**config.mk**
```make
export PLATFORM = sky130hd
export DESIGN_NAME = preg_ready_table
export DESIGN_NICKNAME = d
export VERILOG_FILES = /design/src/rtl/preg_ready_table.sv
export SDC_FILE = /design/constraint.sdc
export NUM_CORES = 1
export LEC_CHECK = 0
export BUFFER_PORTS_ARGS = -buffer_cell sky130_fd_sc_hd__buf_2
export CAP_MARGIN = 20
export CORE_ASPECT_RATIO = 0.5
export CORE_MARGIN = 3
export CORE_UTILIZATION = 34
export CTS_CLUSTER_DIAMETER = 150
export DETAILED_ROUTE_END_ITERATION = 6
export PLACE_DENSITY = 0.59
export SLEW_MARGIN = 20
export SYNTH_ARGS = -nofsm -noshare
export SYNTH_HDL_FRONTEND = slang
export SYNTH_SLANG_ARGS = --single-unit
```
**constraint.sdc**
```tcl
create_clock -name clock -period 6.6 [get_ports clock]
set_clock_uncertainty 0.05 [all_clocks]
set_input_delay 0.66 -clock clock [delete_from_list [all_inputs] [get_ports clock]]
set_output_delay 0.66 -clock clock [all_outputs]
set_load 0.1 [all_outputs]
```
**src/rtl/preg_ready_table.sv**
```systemverilog
`default_nettype none
// ============================================================================
// Module      : preg_ready_table
// Description : Physical-register ready table for the rename stage. Binary
//               tags are decoded to one-hot masks. Dispatch clears a preg's
//               ready bit, a CDB broadcast sets it, and flush forces every bit
//               ready. Read ports return ready bits with same-cycle CDB bypass.
// Config      : PREG_ZERO_EN - when defined, preg 0 is hardwired ready.
// Revision    : 1.0 - initial release
// ============================================================================
module preg_ready_table #(
    parameter  int NUM_PREGS = 64,
    parameter  int NUM_READS = 2,
    localparam int TAG_W     = (NUM_PREGS > 1) ? $clog2(NUM_PREGS) : 1
) (
    input  logic                         clock,
    input  logic                         reset,
    input  logic                         flush,
    input  logic                         alloc_valid,
    input  logic [TAG_W-1:0]             alloc_tag,
    input  logic                         cdb_valid,
    input  logic [TAG_W-1:0]             cdb_tag,
    input  logic [NUM_READS*TAG_W-1:0]   rd_tag,
    output logic [NUM_READS-1:0]         rd_ready,
    output logic [NUM_PREGS-1:0]         ready_vec,
    output logic [TAG_W:0]               busy_count,
    output logic                         tag_err
);

    // Tag count widened by one bit so the range check never folds to a constant
    localparam logic [TAG_W:0] C_NUM_PREGS = (TAG_W+1)'(NUM_PREGS);

    logic [NUM_PREGS-1:0] ready_q, ready_d;
    logic [TAG_W:0]       busy_q, busy_d;
    logic                 err_q, err_d;

    logic [NUM_PREGS-1:0] alloc_mask;
    logic [NUM_PREGS-1:0] cdb_mask;
    logic                 alloc_bad;
    logic                 cdb_bad;

    // Decode valid tags into one-hot masks; out-of-range tags decode to zero
    always_comb begin
        alloc_mask = '0;
        cdb_mask   = '0;
        for (int j = 0; j < NUM_PREGS; j++) begin
            alloc_mask[j] = alloc_valid && (alloc_tag == TAG_W'(j));
            cdb_mask[j]   = cdb_valid   && (cdb_tag   == TAG_W'(j));
        end
`ifdef PREG_ZERO_EN
        // preg 0 is the $zero mapping: requests to it are silently dropped
        alloc_mask[0] = 1'b0;
        cdb_mask[0]   = 1'b0;
`endif
        alloc_bad = alloc_valid && ({1'b0, alloc_tag} >= C_NUM_PREGS);
        cdb_bad   = cdb_valid   && ({1'b0, cdb_tag}   >= C_NUM_PREGS);
    end

    // Next ready vector (flush beats everything, clear beats set) and its busy count
    always_comb begin
        if (flush) begin
            ready_d = '1;
        end else begin
            ready_d = (ready_q | cdb_mask) & ~alloc_mask;
        end
`ifdef PREG_ZERO_EN
        ready_d[0] = 1'b1;
`endif
        busy_d = '0;
        for (int j = 0; j < NUM_PREGS; j++) begin
            busy_d = busy_d + {{TAG_W{1'b0}}, ~ready_d[j]};
        end
        err_d = alloc_bad | cdb_bad;
    end

    // State register: reset returns the table to all-ready
    always_ff @(posedge clock) begin
        if (reset) begin
            ready_q <= '1;
            busy_q  <= '0;
            err_q   <= 1'b0;
        end else begin
            ready_q <= ready_d;
            busy_q  <= busy_d;
            err_q   <= err_d;
        end
    end

    assign ready_vec  = ready_q;
    assign busy_count = busy_q;
    assign tag_err    = err_q;

    // Read ports: table lookup plus bypass of a CDB broadcast in the same cycle
    for (genvar i = 0; i < NUM_READS; i++) begin : g_rd
        logic [TAG_W-1:0] rd_t;
        logic             hit;
        logic             in_range;

        assign rd_t = rd_tag[i*TAG_W +: TAG_W];

        // Lookup is a mux over the table so out-of-range tags naturally read 0
        always_comb begin
            in_range = ({1'b0, rd_t} < C_NUM_PREGS);
            hit      = 1'b0;
            for (int j = 0; j < NUM_PREGS; j++) begin
                hit = hit | (ready_q[j] & (rd_t == TAG_W'(j)));
            end
            if (cdb_valid && in_range && (cdb_tag == rd_t)) begin
                hit = 1'b1;
            end
        end

        assign rd_ready[i] = hit;
    end

endmodule
`default_nettype wire

```
# ---- After elaboration in Yosys (flattened, before gate mapping)
# Index checks and enable logic that the tools add are counted.
dict set report word_totals {
  regBits 71
  latch_bits 0
  ramBits 0
  romBits 0
  in_bits 29
  elab_cells 777
  n_memories 0
}
dict set report op_classes {
  addsub 63
  mul 0
  div_mod_pow 0
  n_lt_le_gt_ge 0
  n_eq_ne 254
  shifts 0
  muxes 3
  bitwise_logic 321
  n_reduce_logical 134
}
# op n
set op_table {}
lappend op_table {{$eq 6x6->1 const B} 128}
lappend op_table {{$add 7x1->7} 57}
lappend op_table {{$eq 6x5->1 const B} 64}
lappend op_table {{$eq 6x4->1 const B} 32}
lappend op_table {{$logic_and 1x1->1} 130}
lappend op_table {{$and 1x1->1} 128}
lappend op_table {{$or 1x1->1} 126}
lappend op_table {{$eq 6x3->1 const B} 16}
lappend op_table {{$and 64x64->64} 1}
lappend op_table {{$mux 64} 1}
lappend op_table {{$not 1->1} 64}
lappend op_table {{$not 64->64} 1}
lappend op_table {{$or 64x64->64} 1}
lappend op_table {{$eq 6x2->1 const B} 8}
lappend op_table {{$eq 6x1->1 const B} 4}
lappend op_table {{$logic_not 6->1} 4}
lappend op_table {{$eq 6x6->1} 2}
lappend op_table {{$add 6x1->7} 1}
lappend op_table {{$add 5x1->6} 1}
lappend op_table {{$add 4x1->5} 1}
lappend op_table {{$add 3x1->4} 1}
lappend op_table {{$add 2x1->3} 1}
lappend op_table {{$add 1x1->2} 1}
lappend op_table {{$mux 1} 2}

# ---- Depth between registers and ports, before layout
dict set report logic_depth {
  depth_word 69
  depth_mapped 29
  mapped_depth_nobuf 27
}

# ---- Worst setup path before layout
# No wires, ideal clock.
dict set report synth_path {
  kind {in2reg}
  start {input port cdb_tag[5]}
  end {register busy_q[5] (netlist: busy_count[5])}
  setup_time_ps 126
  t_arrival_ps 6997
  t_required_ps 6424
  slack_ps -574
  cell_stages 27
  n_path_buf 3
  cell_sequence {clkbuf_1 > and3_1 > clkbuf_1 > clkbuf_1 > a21oi_1 > a21oi_1 > or2_2 > fa_1 > inv_1 > fa_1 > fa_1 > inv_1 > fa_1 > inv_1 > fa_1 > inv_1 > fa_1 > fa_1 > fa_1 > inv_1 > ha_1 > a21o_1 > a21oi_1 > o21bai_1 > a21oi_1 > xor2_1 > nor2_1}
}
dict set report synth_via {
  elab_cells_between_ends 258
  cone_classes {add/sub (63); eq/ne (63); mux (1); bitwise (66); reduce/logical (65)}
}
# element line_no
set synth_rtl {}
lappend synth_rtl {{start: declaration} 22} ;# input logic [TAG_W-1:0] cdb_tag,
lappend synth_rtl {{$eq 6x6->1} 48} ;# cdb_mask[j] = cdb_valid && (cdb_tag == TAG_W'(j));
lappend synth_rtl {{$logic_and 1x1->1} 48}
lappend synth_rtl {{$or 64x64->64} 64} ;# ready_d = (ready_q | cdb_mask) & ~alloc_mask;
lappend synth_rtl {{$and 64x64->64} 64}
lappend synth_rtl {{$mux 64} 61} ;# if (flush) begin
lappend synth_rtl {{named net ready_d[59]} 33} ;# logic [NUM_PREGS-1:0] ready_q, ready_d;
lappend synth_rtl {{$not 1->1} 71} ;# busy_d = busy_d + {{TAG_W{1'b0}}, ~ready_d[j]};
lappend synth_rtl {{$add 7x1->7 (5 in a row)} 71}
lappend synth_rtl {{end signal: assignment} 84} ;# busy_q <= busy_d;
lappend synth_rtl {{end: declaration} 34} ;# logic [TAG_W:0] busy_q, busy_d;
# The timed path passes the listed nets, and every way through them passes these cells.
# A chain may end at the register's enable or synchronous reset.

# ---- Worst setup path after layout
dict set report layout_path {
  start {input port cdb_tag[2]}
  end {register ready_q[59] (netlist: ready_vec[59])}
}
dict set report layout_via {
  elab_chain_len 5
}
# element line_no
set layout_lines {}
lappend layout_lines {{$eq 6x6->1} 48}
lappend layout_lines {{$logic_and 1x1->1} 48}
lappend layout_lines {{$or 64x64->64} 64}
lappend layout_lines {{$and 64x64->64} 64}
lappend layout_lines {{$mux 64} 61}
lappend layout_lines {{end signal: assignment} 83} ;# ready_q <= ready_d;
lappend layout_lines {{end: declaration} 33}
# Every way passes these cells.

==> impl_metrics.json <==
{
  "gp_congestion": 0.985,
  "dr_total_vias": 7243,
  "synth_fp_nets": 872,
  "ys.flop_type": "dfxtp_1",
  "n_antenna_cell": 0,
  "fmax_mhz": 145,
  "post-place-cells": 1202,
  "die_y_um": 102,
  "drt-total-wl_um": 30400,
  "ys_types": 61,
  "dr.pass1.iters": 5,
  "grt_usage": 0.298,
  "dpl.hpwl_um": 23300,
  "ctsHoldBuffers": 0,
  "setup_slack_ns": -0.297,
  "grt_remaining_overflow": 0,
  "max-slew-margin-rel": 0.565,
  "async_flop_share": 0,
  "cts_buffers": 9,
  "p_int_mw": 0.794,
  "fp.coreArea_mm2": 0.0178,
  "htree_levels": 3,
  "slowest_delay_ns": 0.37,
  "rsz0062_at_grt": "true",
  "stdcell_count": 1283,
  "power.density_mw_per_mm2": 127,
  "clock-root-buffer": "clkbuf_16",
  "violations": "setup timing",
  "p_switching_mw": 0.377,
  "yosysMostFrequentCell": "a21oi_1",
  "cp_max_fo": 5,
  "synth_top_area_cell": "dfxtp_1",
  "share_seq_of_total_power": 0.370,
  "layout-drive-gt1-share": 0.419,
  "cp_top_family": "buffers and inverters",
  "drtIter0Drc": 642,
  "ys_ff_latch": 71,
  "hold_class": "reg -> reg",
  "cts.sinks": 71,
  "clockBufferDepth": 2,
  "period_share": 1.04,
  "final_nets": 1142,
  "cp-start-kind": "input pin",
  "wire_per_inst_um": 23.7,
  "synth.avg_cell_area_um2": 8.16,
  "cts_tree": "built",
  "grt_first_pass_wirelength_um": 44600,
  "p_sw_frac": 0.322,
  "total_leakage_power_nw": 3.97,
  "clk_pin_slew_ns": 0.06,
  "status": "finished, violations left",
  "fin_crit_ns": 6.90,
  "synth_area_mm2": 0.00632,
  "die_x_um": 199,
  "arrival_ns": 7.06,
  "cp_common_cell": "buf_4",
  "synthToLayoutAreaGrowth_pct": 46.0,
  "final_core_util": 0.519,
  "syn_inst": 774,
  "n_fill_cell": 1689,
  "combPwrFrac": 0.240,
  "dieArea_mm2": 0.0203,
  "port-buffer-count": 101,
  "slew_violations": 0,
  "drv_cap": 0,
  "pwr-share-clk": 0.390,
  "grt_pass1_vias": 7109,
  "vias_per_cell": 5.65,
  "netlist.area_leader.share": 0.225,
  "max_slew.worst_pin.slew_ns": 0.652,
  "synthTopCellsByArea": "dfxtp_1, fa_1, a21oi_1, or3_1, nor2_1",
  "cp_slowest_cell": "or3_1",
  "grt_max_degree": 72,
  "ys_seq_area_frac": 0.225,
  "io_pins": 103,
  "antenna_found_initial": 1,
  "synth-edff-count": 0,
  "cp.required_ns": 6.77,
  "clk_latency_ns": 0.34,
  "hold_violations": 0,
  "synth_common_cells": "a21oi_1, nor2_1, dfxtp_1",
  "yosysWarnings": 0,
  "crit_type": "in -> reg",
  "ant_nets": 0,
  "worst-path-buf-inv": 46,
  "rows": 34,
  "drc": 0,
  "endpoint_kind": "register",
  "peakVddDrop_mv": 0.0976,
  "setup_viol": 5,
  "start_util": 0.355
}
[flip-flops by register name, indices dropped and copies added, names as in the netlist]
name and count:
busy_count 7, ready_vec 64
[kinds of logic after synthesis]
group / Yosys count / share of synthesized area
simple gates: 268 / 0.222
compound gates: 203 / 0.191
buf+inv: 117 / 0.0781
flops: 71 / 0.225
fa+ha+maj: 69 / 0.201
mux: 30 / 0.0622
xor+xnor: 15 / 0.0208
other cells: 1 / 0.000594
[layout by cell type (no fill, tap or decap), types with 7 or more instances in the layout]
cell / instances
buf_4: 212
buf_2: 93
dfxtp_1: 71
ha_1: 14
a22oi_1: 7
buf_6: 13
o21ai_0: 7
inv_2: 7
nor2b_1: 21
a32oi_1: 7
nor2_1: 79
mux2i_1: 13
inv_1: 47
nand3b_1: 9
nand2_1: 17
fa_2: 8
nor3_1: 14
clkbuf_16: 9
or3_1: 64
fa_1: 46
xnor2_1: 7
xor2_1: 7
a21oi_1: 109
a21oi_2: 27
mux2_2: 8
[through the flow]
| step | TNS, ns | hold slack, ns | power, mW | instance area (um^2) | setup WS, ns |
|---|---|---|---|---|---|
| after floorplan | -0.833 | 0.931 | 0.602 | 6410 | -0.289 |
| after detailed placement | -3.32 | 0.602 | 0.691 | 8070 | -0.682 |
| after global placement | -3.20 | 0.615 | 0.690 | 8070 | -0.668 |
| after CTS | -0.189 | 0.591 | 1.16 | 9040 | -0.0890 |
| final | -0.730 | 0.630 | 1.17 | 9220 | -0.297 |
| after global routing | -1.50 | 0.653 | 1.21 | 9220 | -0.364 |
[timing repair]
action                                  4_1_cts  5_1_grt
resized for setup                            85       24
pin swaps                                    31       21
setup buffers                                54       14
endpoints found under the setup margin        6        7
cloned                                        1        0
[layer usage]
| metal | share of wire | global-route usage | vias to the layer above | wire, um |
|---|---|---|---|---|
| met1 | 0.44 | 0.418 | 3549 | 13400 |
| li1 | - | - | 3237 | - |
| met5 | 0 | 0 | - | 0 |
| met3 | 0.10 | 0.0787 | 78 | 3050 |
| met2 | 0.43 | 0.456 | 379 | 13000 |
| met4 | 0.032 | 0.0868 | 0 | 979 |
[worst paths after layout]
kind,start,to,slack [ns],cells after the start
max,cdb_tag[2],ready_vec[59]$_SDFF_PP1_,-0.30,51
min,ready_vec[41]$_SDFF_PP1_,ready_vec[41]$_SDFF_PP1_,0.63,3
max reg2reg,ready_vec[59]$_SDFF_PP1_,ready_vec[59]$_SDFF_PP1_,0,47
min reg2reg,ready_vec[41]$_SDFF_PP1_,ready_vec[41]$_SDFF_PP1_,0.63,3
[final cells by class]
| class | instances | area (um^2) | area share |
|---|---|---|---|
| clock inverters | 6 | 45.0 | 0.00488 |
| flip-flops and latches | 71 | 1420 | 0.154 |
| multi-input cells | 586 | 4750 | 0.515 |
| well taps | 234 | 293 | 0.0318 |
| inverters | 54 | 203 | 0.0220 |
| repair buffers | 322 | 2280 | 0.247 |
| clock buffers | 10 | 229 | 0.0248 |
[worst reg2reg max path, delay by kind of cell (launching register included)]
kind | cells | cell delay [ns]
buffers and inverters | 44 | 5.48
flip-flops | 1 | 0.40
AND/OR/NAND/NOR | 1 | 0.37
AO/OA/AOI/OAI | 2 | 0.21
[power by group through the flow]
stage	logic [mW]	clock network (mW)	registers, mW
after global routing	0.299	0.476	0.433
after CTS	0.268	0.462	0.433
after global placement	0.248	0	0.443
after floorplan	0.143	0	0.459
final	0.281	0.456	0.433
after detailed placement	0.248	0	0.443
No activity file was read; power rests on OpenSTA's default activity.
